**config.mk**
```make
export PLATFORM = sky130hd
export DESIGN_NAME = huffman_bit_packer
export DESIGN_NICKNAME = d
export VERILOG_FILES = /design/src/rtl/huffman_pkg.sv /design/src/rtl/code_bit_reverse.sv /design/src/rtl/huffman_bit_packer.sv
export SDC_FILE = /design/constraint.sdc
export NUM_CORES = 1
export LEC_CHECK = 0
export ABC_AREA = 1
export ABC_CLOCK_PERIOD_IN_PS = 3100
export CELL_PAD_IN_SITES_DETAIL_PLACEMENT = 1
export CELL_PAD_IN_SITES_GLOBAL_PLACEMENT = 1
export CORE_UTILIZATION = 42
export CTS_BUF_LIST = sky130_fd_sc_hd__clkbuf_2 sky130_fd_sc_hd__clkbuf_4 sky130_fd_sc_hd__clkbuf_8
export CTS_CLUSTER_SIZE = 10
export DETAILED_ROUTE_END_ITERATION = 8
export PLACE_DENSITY_LB_ADDON = 0.1
export SYNTH_ARGS = -nofsm -noshare
export SYNTH_HDL_FRONTEND = slang
export SYNTH_HIERARCHICAL = 1
export SYNTH_SLANG_ARGS = --single-unit
```
**constraint.sdc**
```tcl
create_clock -name clock -period 3.1 [get_ports clock]
set_clock_uncertainty 0.2 [all_clocks]
set_input_delay 0.62 -clock clock [delete_from_list [all_inputs] [get_ports clock]]
set_output_delay 0.62 -clock clock [all_outputs]
set_load 0.05 [all_outputs]
```
**src/rtl/huffman_pkg.sv**
```systemverilog
// Shared widths, FSM state type and length clamp for the DEFLATE bit packer.
package huffman_pkg;
  localparam int CODE_W = 16;
  localparam int BITS_W = 5;
  localparam int ACC_W  = 32;
  localparam int CNT_W  = 6;

  typedef enum logic [0:0] {RUN = 1'b0, FLUSH = 1'b1} pack_state_t;

  // Lengths beyond a full codeword saturate rather than wrap.
  function automatic logic [BITS_W-1:0] clamp_bits(input logic [BITS_W-1:0] b);
    return (b > BITS_W'(CODE_W)) ? BITS_W'(CODE_W) : b;
  endfunction
endpackage

```
**src/rtl/code_bit_reverse.sv**
```systemverilog
// Variable-length codeword reversal: rev[i] = code[bits-1-i] for i < bits, zero above.
module code_bit_reverse
  import huffman_pkg::*;
(
  input  logic [CODE_W-1:0] code,
  input  logic [BITS_W-1:0] bits,
  output logic [CODE_W-1:0] rev
);
  logic [CODE_W-1:0] full;

  for (genvar i = 0; i < CODE_W; i++) begin : g_rev
    assign full[i] = code[CODE_W-1-i];
  end

  // Right-justify the reversed field; bits above the length fall off the bottom.
  assign rev = full >> (BITS_W'(CODE_W) - bits);
endmodule

```
**src/rtl/huffman_bit_packer.sv**
```systemverilog
// LSB-first codeword-to-byte packer with 32-bit accumulator and flush/pad.
// HUFFMAN_CODE_REVERSE_EN: insert codewords MSB-first (Huffman code order).
module huffman_bit_packer
  import huffman_pkg::*;
(
  input  logic              clock,
  input  logic              reset_n,
  input  logic              in_valid,
  output logic              in_ready,
  input  logic [CODE_W-1:0] in_data,
  input  logic [BITS_W-1:0] in_bits,
  input  logic              flush,
  output logic              out_valid,
  input  logic              out_ready,
  output logic [7:0]        out_byte,
  output logic              out_last,
  output logic              flush_done
);
  pack_state_t       state, state_next;
  logic [ACC_W-1:0]  acc, acc_shift, acc_next;
  logic [CNT_W-1:0]  cnt, cnt_eff, cnt_next;
  logic [BITS_W-1:0] bits_c;
  logic [CODE_W-1:0] code_ins;
  logic              push, pop, done_now, flush_done_q;

  assign bits_c = clamp_bits(in_bits);

`ifdef HUFFMAN_CODE_REVERSE_EN
  code_bit_reverse u_rev (.code(in_data), .bits(bits_c), .rev(code_ins));
`else
  logic [CODE_W-1:0] mask;
  assign mask     = (CODE_W'(1) << bits_c) - CODE_W'(1);
  assign code_ins = in_data & mask;
`endif

  assign in_ready   = (state == RUN) && (cnt <= CNT_W'(16));
  assign out_valid  = (state == RUN) ? (cnt >= CNT_W'(8)) : (cnt != '0);
  assign out_last   = (state == FLUSH) && (cnt != '0) && (cnt < CNT_W'(8));
  assign out_byte   = acc[7:0];
  assign flush_done = flush_done_q;

  assign push = in_valid && in_ready;
  assign pop  = out_valid && out_ready;

  // Shift out first, then insert at the post-pop fill level.
  assign cnt_eff   = pop ? ((cnt >= CNT_W'(8)) ? cnt - CNT_W'(8) : '0) : cnt;
  assign acc_shift = pop ? (acc >> 8) : acc;
  assign acc_next  = acc_shift | (push ? (ACC_W'(code_ins) << cnt_eff) : '0);
  assign cnt_next  = cnt_eff + (push ? CNT_W'(bits_c) : '0);

  assign done_now = (state == FLUSH) && ((cnt == '0) || (pop && cnt < CNT_W'(8)));

  always_comb begin
    state_next = state;
    case (state)
      RUN:     if (flush)    state_next = FLUSH;
      FLUSH:   if (done_now) state_next = RUN;
      default: state_next = RUN;
    endcase
  end

  always_ff @(posedge clock or negedge reset_n) begin
    if (!reset_n) begin
      state        <= RUN;
      acc          <= '0;
      cnt          <= '0;
      flush_done_q <= 1'b0;
    end else begin
      state        <= state_next;
      acc          <= acc_next;
      cnt          <= cnt_next;
      flush_done_q <= done_now;
    end
  end
endmodule

```
# After elaboration in Yosys (flattened, before gate mapping)
# Cells that the tools add are included.
# word_totals
register_bits	40
in_bits	26
output_inout_bits	12
elab_cells	36
# classes
n_addsub	3
magnitude_cmp	4
shifts	2
muxes	10
bitwise	3
reduce_logical	10
# op_table
cell	n
$mux W32	2
$or A32 B32 Y32	1
$shl A16 B6 Y32	1
$and A16 B16 Y16	1
$shl A1 B5 Y16 const A	1
$sub A16 B2 Y16 const B	1
$mux W6	2
$mux W5	2
$logic_and A1 B1 Y1	7
$add A6 B5 Y6	1
$ge A6 B4 Y1 const B	1
$le A6 B5 Y1 const B	1
$logic_not A6 Y1	1
$lt A6 B4 Y1 const B	1
$reduce_bool A6 Y1	1
$sub A6 B4 Y6 const B	1
$gt A5 B5 Y1 const B	1
$mux W1	3
$pmux W1 S2	1
$logic_or A1 B1 Y1	1
$not A1 Y1	1

# Longest topological paths before layout
# Gate-level depths: netlist of run 1.
# logic_depth
word_depth	8
depth_mapped	20
depth_no_buf	20

# Worst setup path before layout of run 1
# No wires, ideal clock.
# synth_path
kind	reg-to-reg
from	reg cnt[1]
to	reg cnt[4]
setup_ns	0.079
arrival_time_ns	3.390
required_ns	2.821
slack_ns	-0.569
path_stages_with_launch	13
n_path_buf	0
synth_period_minus_slack_ns	3.669
cell_sequence	dfrtp_1 -> nor2_1 -> nand2_1 -> inv_2 -> a21oi_1 -> nor3_1 -> nand2_1 -> nor2_1 -> ha_1 -> inv_1 -> fa_1 -> o21ai_0 -> xor2_1
# synth_between
elab_chain_cells	5
word_cells_on_any_way	12
classes_between	2 x add/sub; 2 x order compare; 4 x mux; 4 x reduce/logical
# synth_lines
item	line	rtl
from (decl)	huffman_bit_packer.sv:21	logic [CNT_W-1:0] cnt, cnt_eff, cnt_next;
from (signal assigned)	huffman_bit_packer.sv:71	cnt <= cnt_next;
$le A6 B5 Y1	huffman_bit_packer.sv:36	assign in_ready = (state == RUN) && (cnt <= CNT_W'(16));
$logic_and A1 B1 Y1	huffman_bit_packer.sv:36	
named net in_ready	huffman_bit_packer.sv:9	output logic in_ready,
$logic_and A1 B1 Y1	huffman_bit_packer.sv:42	assign push = in_valid && in_ready;
$mux W5	huffman_bit_packer.sv:49	assign cnt_next = cnt_eff + (push ? CNT_W'(bits_c) : '0);
$add A6 B5 Y6	huffman_bit_packer.sv:49	
named net cnt_next[4]	huffman_bit_packer.sv:21	
# The timed path passes the listed nets, and every way through them passes these cells.

# Final worst setup path of run 1
# layout_path
from	reg cnt[5]
to	out out_last
# layout_between
elab_chain_cells	3
word_cells_on_any_way	4
classes_between	1 x order compare; 3 x reduce/logical
# layout_lines
item	line	rtl
parallel branches: the longest is 2 deep, another holds $lt A6 B4 Y1	--	
$logic_and A1 B1 Y1 *	huffman_bit_packer.sv:38	assign out_last = (state == FLUSH) && (cnt != '0) && (cnt < CNT_W'(8));
to (decl)	huffman_bit_packer.sv:16	output logic out_last,
# Every way passes the cells marked *.

==> results of run 1 <==
cells by family after synthesis:
group | count (synthesis) | synth area share
simple gates | 341 | 0.4432
mux | 12 | 0.03499
fa+ha+maj | 9 | 0.03499
buf+inv | 66 | 0.09584
compound gates | 49 | 0.08419
flops | 40 | 0.2915
xor+xnor | 6 | 0.01531
how the worst max path moves through the flow:
stage | startpoint | to | slack (ns) | cells past startpoint
floorplan | cnt[1] | cnt[4] | 0.04 | 12
global placement | in_bits[4] | acc[21] | -0.24 | 16
detailed placement | in_bits[0] | acc[14] | -0.35 | 18
CTS | cnt[4] | out_valid | 0.03 | 8
global route | in_bits[2] | acc[20] | -0.001 | 20
finish | cnt[5] | out_last | 0.11 | 4
power groups by stage:
| stage | logic, mW | clock network (mW) | registers [mW] |
|---|---|---|---|
| after floorplan | 1.73 | 0 | 0.830 |
| after global placement | 2.30 | 0 | 0.832 |
| after detailed placement | 2.38 | 0 | 0.852 |
| after CTS | 2.39 | 0.459 | 0.841 |
| after global routing | 2.71 | 0.479 | 0.860 |
| final | 2.46 | 0.451 | 0.841 |
stage by stage:
| step | hold WS (ns) | utilization | cells | setup slack, ns |
|---|---|---|---|---|
| after global placement | 0.2647 | 0.5204 | 676 | -0.2396 |
| after detailed placement | 0.2788 | 0.5204 | 676 | -0.3475 |
| after CTS | 0.2765 | 0.5356 | 684 | 0.02555 |
| after floorplan | 0.1244 | - | 523 | 0.03598 |
| after global routing | 0.3182 | 0.5487 | 684 | -0.001175 |
| final | 0.2445 | 0.5487 | 684 | 0.1138 |
layout make-up:
cell class / instances / area, sq um / share of cell area
multi-input combinational: 417 / 2203 / 0.5143
sequential: 40 / 1001 / 0.2336
timing repair buffer: 79 / 691.9 / 0.1615
inverter: 38 / 145.1 / 0.03388
tap: 102 / 127.6 / 0.02979
clock buffer: 5 / 68.82 / 0.01606
clock inverter: 3 / 46.29 / 0.01081
metal layers:
metal,up-vias,part of all wire,global-route usage
li1,1845,-,-
met4,0,0.015,0.06901
met2,75,0.49,0.5037
met5,-,0,0
met3,15,0.027,0.02956
met1,1826,0.47,0.3889
synth_stat cells, drive strengths merged (8+ instances only):
master / number
o21ai: 24
dfrtp: 40
nand4: 9
inv: 38
buf: 24
nor2: 45
nand3: 113
ha: 8
mux2i: 12
a21oi: 14
nand2: 168
repair_timing:
| item | CTS | global route |
|---|---|---|
| gates resized for setup | 4 | 28 |
| pin swaps | 0 | 2 |
| hold endpoints to repair | 0 | 0 |
| endpoints found under the setup margin | 9 | 30 |
worst register-to-register path, delay by kind of cell (launching register included):
kind,cells,cell delay [ns]
AOI/OAI and AO/OA,3,0.50
xor gates and xnor gates,1,0.14
adders and majority gates,2,0.49
buffers and inverters,4,0.29
DFF,1,0.43
and+or+nand+nor,7,0.66
flip-flops by register name, indices dropped and copies added, names as in the netlist:
register	flops
state	1
cnt	6
acc	32
flush_done	1
==> results.json, run 1 <==
{
  "finalHoldViolCount": 0,
  "insertion_delay_ns": 0.30,
  "pwr-share-seq": 0.224,
  "ys_seq_elements": 40,
  "final_common_cell": "nand2_1",
  "syn_area_per_cell_sq_um": 6.565,
  "fin_area_sq_um": 4284,
  "placed_area_sq_um": 4063,
  "cts_max_path_buffers": 2,
  "critPathMaxStageDelay_ns": 0.79,
  "first_pass_iters": 5,
  "yosys_warnings": 6,
  "ys_async_sr_fraction": 1.000,
  "io_buffers": 37,
  "p_clk_frac": 0.120,
  "cts_sinks": 40,
  "area_growth_pct": 24.78,
  "antennaDiodeCount": 0,
  "antenna_found_initial": 0,
  "r2r_slack_ns": 0.31,
  "hold_class": "in -> async",
  "cp_slowest_cell": "clkdlybuf4s50_1",
  "num_rows": 32,
  "crit_required_ns": 2.28,
  "grt_max_degree": 41,
  "layout-drive-gt1-share": 0.1615,
  "p_total_mw": 3.747,
  "finalCritPeriodShare": 0.9633,
  "drv_cap": 0,
  "setup_viol": 0,
  "powerDensity_nw_per_um2": 874.6,
  "ys_seq_area_frac": 0.2915,
  "finalWirelength_mm": 11.55,
  "p_leak_nw": 2.202,
  "crit_chain": "nor3_4 -> nand3_1 -> inv_1 -> clkdlybuf4s50_1",
  "critPathKind": "reg -> out",
  "syn_inst": 523,
  "synth_edf_count": 0,
  "hpwl_mm": 9.162,
  "grt_use_total": 0.2913,
  "root_buffer": "clkbuf_8",
  "synth_top_area_frac": 0.2915,
  "fin_setup_tns_ns": 0,
  "arrival_ns": 2.17,
  "p_switching_mw": 1.991,
  "max_freq_mhz": 334.9,
  "r2r_end": "cnt[5]",
  "slew_headroom": 0.3918,
  "final_cell_mix": "nand2_1, nand3_1, buf_4, dfrtp_1, nor2_1",
  "share_comb_of_total_power": 0.655,
  "power.internal_mw": 1.756,
  "nFillCells": 1037,
  "drc": 0,
  "cpLargestDelayFamily": "buffers and inverters",
  "yosys-top-cells-area": "dfrtp_1, nand2_1, nand3_1",
  "worstMarginPinSlew_ns": 0.9123,
  "maxSlewViolCount": 0,
  "gp_congestion": 0.9041,
  "worst_setup_path_start_kind": "flip-flop",
  "final_antenna_net_count": 0,
  "cp_max_fo": 8,
  "reg2reg_depth": 17,
  "vdd_drop_max_v": 0.0002760,
  "h-tree-depth": 2,
  "die_y_um": 92.41,
  "min_period_ns": 2.986,
  "overflow": 0,
  "drt_iter0_markers": 249,
  "cts_made_buffers": 5,
  "synth_area_sq_um": 3433,
  "post_drt_wl_per_cell_um": 16.89,
  "vias": 3761,
  "die_w_um": 92.41,
  "endpoint_kind": "primary output",
  "postCtsSetupBuffers": 0,
  "grt_pass1_vias": 4001,
  "cts_hold_buf": 0,
  "ys_types": 41,
  "crit_buf_inv": 2,
  "status": "finished, final reports clean",
  "finish.net_count": 616,
  "synth_top_area_cell": "dfrtp_1",
  "design.core.area_sq_um": 7807,
  "cts.reportedPaths.clkPinSlew_ns": 0.09,
  "post_drt_via_cell_ratio": 5.499,
  "die_area_sq_um": 8540,
  "cts_tree": "done",
  "io_pins": 38,
  "synth_fp_nets": 558,
  "initial_core_util": 0.4397,
  "ys.flop_type": "dfrtp_1",
  "swShare": 0.5313,
  "grt_first_pass_wirelength_mm": 19.65,
  "r2r-start": "cnt[4]"
}
(Power assumes the default switching activity.)
==> run 2, diff against run 1 <==
--- a/config.mk
+++ b/config.mk
@@ -14,6 +14,7 @@
 export CTS_CLUSTER_SIZE = 10
 export DETAILED_ROUTE_END_ITERATION = 8
 export PLACE_DENSITY_LB_ADDON = 0.1
+export SLEW_MARGIN = 20
 export SYNTH_ARGS = -nofsm -noshare
 export SYNTH_HDL_FRONTEND = slang
 export SYNTH_HIERARCHICAL = 1
==> results of run 2 <==
The final DEF is identical to that of run 1; final timing and power are the same.
